## src/rtl/hazard_stall_ctrl.sv

```systemverilog
// Pipeline sequencing controller: load-use stalls, branch flushes, dmem waits.
// Optional build macro HAZARD_PERF_CNT_EN adds saturating performance counters.
module hazard_stall_ctrl #(
    parameter int FLUSH_CYCLES = 1,
    parameter int MEM_TIMEOUT  = 64,
    parameter int CNT_W        = 32
) (
    input  logic             clk,
    input  logic             reset_n,
    input  logic             id_valid,
    input  logic [4:0]       id_rn,
    input  logic [4:0]       id_rm,
    input  logic             id_uses_rm,
    input  logic             ex_memread,
    input  logic [4:0]       ex_rd,
    input  logic             br_taken,
    input  logic             dmem_req,
    input  logic             dmem_ready,
    output logic             pc_write,
    output logic             ifid_write,
    output logic             ifid_flush,
    output logic             idex_write,
    output logic             idex_bubble,
    output logic             exmem_write,
    output logic             memwb_write,
    output logic             mem_err,
`ifdef HAZARD_PERF_CNT_EN
    output logic [CNT_W-1:0] lu_stall_cnt,
    output logic [CNT_W-1:0] flush_cnt,
    output logic [CNT_W-1:0] wait_cnt,
`endif
    output logic [1:0]       state_o
);

    typedef enum logic [1:0] {
        RUN   = 2'd0,
        LU    = 2'd1,
        WAIT  = 2'd2,
        FLUSH = 2'd3
    } state_e;

    localparam logic [2:0] FL_LOAD = 3'(FLUSH_CYCLES - 1);
    localparam logic [7:0] TMO     = 8'(MEM_TIMEOUT);
    localparam bit         FL_MULTI = (FLUSH_CYCLES > 1);

    state_e     state_q, state_d;
    logic [2:0] fl_cnt_q, fl_cnt_d;
    logic [7:0] wt_cnt_q, wt_cnt_d;
    logic       mem_err_q, mem_err_d;

    logic       freeze;
    logic       timeout;
    logic       lu_haz;
    logic       frz_act;
    logic       fl_load;
    logic       fl_dec;
    logic       fl_clr;
    logic       pc_w;
    logic       ifid_w;
    logic       ifid_f;
    logic       idex_w;
    logic       idex_b;
    logic       exmem_w;
    logic       memwb_w;

    // Hazard conditions seen this cycle; XZR never carries a dependency.
    always_comb begin
        freeze  = dmem_req & ~dmem_ready;
        timeout = (state_q == WAIT) & freeze & (wt_cnt_q >= TMO);
        lu_haz  = id_valid & ex_memread & (ex_rd != 5'd31)
                & ((ex_rd == id_rn) | (id_uses_rm & (ex_rd == id_rm)));
    end

    // Priority: timeout, freeze, branch, then per-state behaviour.
    always_comb begin
        state_d   = state_q;
        mem_err_d = mem_err_q;
        frz_act   = 1'b0;
        fl_load   = 1'b0;
        fl_dec    = 1'b0;
        fl_clr    = 1'b0;
        pc_w      = 1'b1;
        ifid_w    = 1'b1;
        ifid_f    = 1'b0;
        idex_w    = 1'b1;
        idex_b    = 1'b0;
        exmem_w   = 1'b1;
        memwb_w   = 1'b1;
        if (timeout) begin
            mem_err_d = 1'b1;
            fl_clr    = 1'b1;
            state_d   = RUN;
        end else if (freeze) begin
            frz_act = 1'b1;
            pc_w    = 1'b0;
            ifid_w  = 1'b0;
            idex_w  = 1'b0;
            exmem_w = 1'b0;
            memwb_w = 1'b0;
            state_d = WAIT;
        end else if (br_taken) begin
            ifid_f = 1'b1;
            if (FL_MULTI) begin
                fl_load = 1'b1;
                state_d = FLUSH;
            end else begin
                fl_clr  = 1'b1;
                state_d = RUN;
            end
        end else begin
            unique case (state_q)
                RUN: begin
                    if (lu_haz) begin
                        pc_w    = 1'b0;
                        ifid_w  = 1'b0;
                        idex_b  = 1'b1;
                        state_d = LU;
                    end
                end
                LU: begin
                    state_d = RUN;
                end
                WAIT: begin
                    state_d = (fl_cnt_q != 3'd0) ? FLUSH : RUN;
                end
                FLUSH: begin
                    ifid_f  = 1'b1;
                    fl_dec  = 1'b1;
                    state_d = (fl_cnt_q <= 3'd1) ? RUN : FLUSH;
                end
                default: begin
                    state_d = RUN;
                end
            endcase
        end
    end

    // Flush counter: load on branch, count down in FLUSH, hold across waits.
    always_comb begin
        fl_cnt_d = fl_cnt_q;
        if (fl_clr) begin
            fl_cnt_d = 3'd0;
        end else if (fl_load) begin
            fl_cnt_d = FL_LOAD;
        end else if (fl_dec && (fl_cnt_q != 3'd0)) begin
            fl_cnt_d = fl_cnt_q - 3'd1;
        end
    end

    // Wait counter: number of frozen cycles in the current wait, saturating.
    always_comb begin
        wt_cnt_d = 8'd0;
        if (frz_act) begin
            if (state_q != WAIT) begin
                wt_cnt_d = 8'd1;
            end else if (wt_cnt_q != 8'hFF) begin
                wt_cnt_d = wt_cnt_q + 8'd1;
            end else begin
                wt_cnt_d = wt_cnt_q;
            end
        end
    end

    // Sequencing state and sticky error flag.
    always_ff @(posedge clk or negedge reset_n) begin
        if (!reset_n) begin
            state_q   <= RUN;
            fl_cnt_q  <= 3'd0;
            wt_cnt_q  <= 8'd0;
            mem_err_q <= 1'b0;
        end else begin
            state_q   <= state_d;
            fl_cnt_q  <= fl_cnt_d;
            wt_cnt_q  <= wt_cnt_d;
            mem_err_q <= mem_err_d;
        end
    end

    // Enables are held low for as long as reset is asserted.
    always_comb begin
        pc_write    = reset_n & pc_w;
        ifid_write  = reset_n & ifid_w;
        ifid_flush  = reset_n & ifid_f;
        idex_write  = reset_n & idex_w;
        idex_bubble = reset_n & idex_b;
        exmem_write = reset_n & exmem_w;
        memwb_write = reset_n & memwb_w;
        mem_err     = mem_err_q;
        state_o     = state_q;
    end

`ifdef HAZARD_PERF_CNT_EN
    logic [CNT_W-1:0] lu_cnt_q, lu_cnt_d;
    logic [CNT_W-1:0] fls_cnt_q, fls_cnt_d;
    logic [CNT_W-1:0] frz_cnt_q, frz_cnt_d;

    // Saturating event counts for bubbles, flushes and frozen cycles.
    always_comb begin
        lu_cnt_d  = lu_cnt_q;
        fls_cnt_d = fls_cnt_q;
        frz_cnt_d = frz_cnt_q;
        if (idex_b && (lu_cnt_q != '1)) begin
            lu_cnt_d = lu_cnt_q + 1'b1;
        end
        if (ifid_f && (fls_cnt_q != '1)) begin
            fls_cnt_d = fls_cnt_q + 1'b1;
        end
        if (frz_act && (frz_cnt_q != '1)) begin
            frz_cnt_d = frz_cnt_q + 1'b1;
        end
    end

    // Counter registers.
    always_ff @(posedge clk or negedge reset_n) begin
        if (!reset_n) begin
            lu_cnt_q  <= '0;
            fls_cnt_q <= '0;
            frz_cnt_q <= '0;
        end else begin
            lu_cnt_q  <= lu_cnt_d;
            fls_cnt_q <= fls_cnt_d;
            frz_cnt_q <= frz_cnt_d;
        end
    end

    assign lu_stall_cnt = lu_cnt_q;
    assign flush_cnt    = fls_cnt_q;
    assign wait_cnt     = frz_cnt_q;
`endif

endmodule

```

## config.mk

```make
export PLATFORM = sky130hd
export DESIGN_NAME = hazard_stall_ctrl
export DESIGN_NICKNAME = d
export VERILOG_FILES = /design/src/rtl/hazard_stall_ctrl.sv
export SDC_FILE = /design/constraint.sdc
export NUM_CORES = 1
export LEC_CHECK = 0
export BUFFER_PORTS_ARGS = -buffer_cell sky130_fd_sc_hd__buf_4
export CAP_MARGIN = 20
export CELL_PAD_IN_SITES_DETAIL_PLACEMENT = 2
export CELL_PAD_IN_SITES_GLOBAL_PLACEMENT = 2
export CORE_ASPECT_RATIO = 1.4
export CORE_MARGIN = 3
export CORE_UTILIZATION = 30
export DETAILED_ROUTE_END_ITERATION = 16
export PLACE_DENSITY = 0.87
export SETUP_SLACK_MARGIN = 0.3
export SYNTH_ARGS = -nofsm -noshare
export SYNTH_HDL_FRONTEND = slang
export SYNTH_SLANG_ARGS = --single-unit
```

## constraint.sdc

```tcl
create_clock -name clk -period 3.6 [get_ports clk]
set_input_delay 0.18 -clock clk [delete_from_list [all_inputs] [get_ports clk]]
set_output_delay 0.18 -clock clk [all_outputs]
set_load 0.02 [all_outputs]
```

* Word-level counts from Yosys, hierarchy flattened
Cells that the tools add are included.
Operators by class: order comparisons 2, eq/ne operators 10, multiplexer cells 36, $mul 0, div/mod/pow operators 0, bitwise logic cells 13, reduce and logical (&&, ||, !) cells 4, shift-type cells 0, add/subtract/negate cells 2
Operators by type and width (number):
- two-way mux 1 bit | 24
- two-way mux 8 bit | 3
- two-way mux 2 bit | 6
- AND 1 bit | 11
- == test 5 bit | 2
- != test 5 bit, second input constant | 2
- adder 8 x 1 -> 8 bit, second input constant | 1
- greater-or-equal comparator 8 x 7 -> 1 bit, second input constant | 1
- != test 8 bit, second input constant | 1
- one-hot mux 2 bit (4 select lines) | 1
- two-way mux 3 bit | 2
- == test 2 bit, second input constant | 2
- <= comparator 3 x 1 -> 1 bit, second input constant | 1
- != test 3 x 1 -> 1 bit, second input constant | 1
- nonzero test 3 bit | 1
- subtractor 3 x 1 -> 3 bit, second input constant | 1
- == test 2 x 1 -> 1 bit, second input constant | 1
- logical NOT 2 bit | 1
- != test 2 bit, second input constant | 1
- nonzero test 2 bit | 1
- logical AND 1 bit | 1
- NOT 1 bit | 1
- bitwise OR 1 bit | 1
Word-level totals: memory bits (read-only) 0, word-level logic and storage cells 71, memories 0, flip-flop bits (word level) 14, RAM bits 0, bits in latches 0

* Longest topological paths before layout
word-level depth 10, mapped depth 6, gate-level depth less buffers 6

* Least setup slack after synthesis
OpenSTA, ideal clock, no wires.
path type flip-flop to output port, start point reg state_q[1] (netlist: state_o[1]), end point out pc_write, slack 1.681 ns, cell stages (with the launch flop) 6, arrival time 1.739 ns, required time 3.420 ns, cells stage by stage dfrtp_1 > nor2b_1 > nor2b_1 > o21a_1 > o31a_1 > buf_4
On the way: cells in the longest elaborated chain, start to end 6, elaborated cells on any way between the ends 9
RTL lines:
- start: declaration | RTL line 46 | state_e state_q, state_d;
- start signal: assignment | RTL line 172 | state_q <= state_d;
- logical NOT 2 bit
- two-way mux 1 bit (3 in a row)
- two-way mux 1 bit (*)
- AND 1 bit (*)
- end: declaration | RTL line 19 | output logic pc_write,
Every way passes the cells marked *; elsewhere a longest branch is shown, timed or not.

* Final worst setup path
start point reg state_q[1] (netlist: state_o[1]), end point out pc_write
On the way: cells in the longest elaborated chain, start to end 6, elaborated cells on any way between the ends 9
RTL lines:
- logical NOT 2 bit | RTL line 111 | unique case (state_q)
- two-way mux 1 bit | RTL line 111
- two-way mux 1 bit | RTL line 101 | end else if (br_taken) begin
- two-way mux 1 bit | RTL line 93 | end else if (freeze) begin
- two-way mux 1 bit (*) | RTL line 89 | if (timeout) begin
- AND 1 bit (*) | RTL line 181 | pc_write = reset_n & pc_w;
Marked as above.

==> flow_summary_export.csv <==
group,metric,value,unit
status,status,"finished clean",
worst_setup_path,crit_slowest_cell,"dfrtp_1",
layout,final_area,0.00125,sq mm
die,fp-row-count,23,
sta,rsz0062_at_grt,"false",
global_route,track_usage,15.7,%
synth,avgSynthCellArea,9.28,sq um
layout,utilization,42.7,%
clock_network,cts_buffer_depth,2,
drt,wl,2.67,mm
global_route,grt-ovfl-total,0,
sta,finalSetupViolations,0,
drt,wl_per_cell,15.6,um
clock_network,post_cts_buffers,0,
drt,ant_nets,0,
drt,drt-initial-drc-count,0,
die,die_x,53.2,um
placed_design,dp_hpwl,2.21,mm
placed_design,gp_congestion,0.703,
worst_setup_path,cpPeakStageDelay,0.44,ns
synth,async_flop_share,100,%
placed_design,numPortBuffers,32,
sta,skew,0.00419,ns
synth,yosysUniqueCellTypes,35,
clock_network,clock-sinks,14,
clock_network,post_cts_resized,0,
sta,max_freq,0.518,GHz
synth,yosys_warnings,0,
synth,ys_seq_area_share,37.4,%
power,powerDensity,303,mW/mm^2
global_route,grt_start_max_net_pins,18,
worst_setup_path,cp_max_fo,7,
synth,synth_area,937,sq um
placed_design,pre_cts_ws,1.95,ns
layout,syn_to_final_growth,33.6,%
drt,viasPerCell,4.96,
drt,first_pass_iters,1,
layout,fin_nets,163,
worst_setup_path,worstSetupStartpointType,"register",
worst_setup_path,cp-end-kind,"primary output",
synth,syn_nets,128,
global_route,grt_first_pass_wirelength,4.41,mm
layout,final_cell_mix,"buf_4 (32), nor2_1 (14), dfrtp_1 (14), xor2_1 (13), nand2_1 (6)",
clock_network,htreeDepth,1,
sta,period_share,53.6,%
placed_design,post_dp_cell_area,0.00120,sq mm
synth,ys_ff_latch,14,
die,die_h,72.1,um
min_path,hold_class,"input port to register",
power,vdd_drop_max,0.000115,V
global_route,grt_pass1_vias,975,
layout,antenna_cells,0,
worst_setup_path,cp.required,3.42,ns
drt,drc,0,
clock_network,path_clk_slew,0.06,ns
die,start_util,31.9,%
worst_setup_path,crit_family,"simple AND/OR/NAND/NOR gates",
synth,synthCells,101,
layout,drive_above_1_share,28.4,%
synth,synth_edf_count,0,
worst_setup_path,crit_buf_inv,1,
worst_setup_path,cp_common_cell,"nor2b_1",
sta,fin_crit,1.93,ns
global_route,antenna_found_initial,0,
die,die_area,0.00384,sq mm
clock_network,cts_tree,"built",
clock_network,clock_latency,0.24,ns
synth,ys.flop_type,"dfrtp_1",
power,power.leakage,0.565,nW
die,core_area,0.00294,sq mm
worst_setup_path,critical_path_arrival,1.75,ns
worst_setup_path,crit_chain,"nor2b_1 -> nor2b_1 -> o21a_1 -> o31a_1 -> buf_4",
clock_network,cts_made_buffers,3,
sta,hold_viol_final,0,
layout,layout_commonest_cell,"buf_4",
sta,fin_hold_ws,0.304,ns
die,ioPinCount,33,
clock_network,cts_root_buf,"clkbuf_8",
flow_run,maxCapViolations,0,
sta,setup_ws,1.67,ns
sta,finalMaxSlewViolations,0,
worst_setup_path,crit_type,"register to primary output",
drt,vias,849,
sta,final.setup.tns,0,ns
[worst reg2reg max path, stage by stage (launching register included)]
cell     delay [ns]
dfrtp_1        0.40
inv_1          0.08
ha_1           0.21
nor2b_1        0.17
nor4_4         0.28
mux2i_1        0.22
nor2b_1        0.15
[area by class of cell]
type	count	area, sq um
Tap cell	37	46.3
Fill cell	352	1680
Timing Repair Buffer	33	250
Multi-Input combinational cell	81	553
Clock buffer	3	41.3
Sequential cell	14	350
Inverter	3	11.3
[path summary, 6_finish.rpt]
kind,from,endpoint,slack [ns],depth (start not counted)
worst max-delay path,state_o[1],pc_write,1.67,5
worst min-delay path,dmem_req,wt_cnt_q[0],0.30,3
worst max register to register,fl_cnt_q[0],fl_cnt_q[1],2.02,6
worst min register to register,mem_err,mem_err,0.48,1
max in group asynchronous,reset_n,fl_cnt_q[0],3.08,2
min in group asynchronous,reset_n,wt_cnt_q[6],0.33,2
[what timing repair did]
item                                    in CTS  in global routing
hold buffers                                 1                  0
hold endpoints to repair                    14                  0
endpoints found under the setup margin       0                  0
[synth_stat cells (all sizes together) (2+ instances only)]
master | count | area [sq um]
a21oi | 3 | 15.0
buf | 3 | 22.5
dfrtp | 14 | 350
ha | 4 | 50.1
inv | 3 | 11.3
nand2 | 6 | 22.5
nand2b | 2 | 12.5
nand3 | 4 | 20.0
nand3b | 2 | 15.0
nor2 | 14 | 52.6
nor2b | 5 | 31.3
nor3 | 3 | 15.0
nor4 | 2 | 27.5
or3 | 3 | 18.8
xnor2 | 2 | 17.5
xor2 | 13 | 114
[cell families (layout without fill, tap and decap cells)]
kind of cell / after synthesis / in the layout / synth area share (%)
and+or+nand+nor: 45 / 45 / 26.0
muxes: 2 / 2 / 2.27
xor gates and xnor gates: 15 / 15 / 14.0
AOI/OAI and AO/OA: 14 / 14 / 11.0
other: 1 / 1 / 0.400
adders and majority gates: 4 / 4 / 5.34
buffers and inverters: 6 / 39 / 3.60
DFF: 14 / 14 / 37.4
[flip-flops by register name, indices dropped and copies added (netlist names)]
| register | count |
|---|---|
| fl_cnt_q | 3 |
| mem_err | 1 |
| state_o | 2 |
| wt_cnt_q | 8 |
[routing by layer]
layer / global-route usage (%) / routed length, um / vias up
li1: - / - / 410
met1: 14.8 / 931 / 407
met2: 31.2 / 1550 / 28
met3: 1.85 / 136 / 4
met4: 7.67 / 53 / 0
met5: 0 / 0 / -
[stage by stage]
step                total power, mW  cells
floorplan                     0.210    101
global placement              0.252    167
detailed placement            0.255    167
CTS                           0.387    171
global route                  0.401    171
finish                        0.380    171
[power breakdown]
part | internal, mW | switching [mW]
registers | 0.163 | 0.00460
clock network | 0.0740 | 0.0540
logic | 0.0415 | 0.0429
Note: power is estimated with default switching activity, not from simulation.
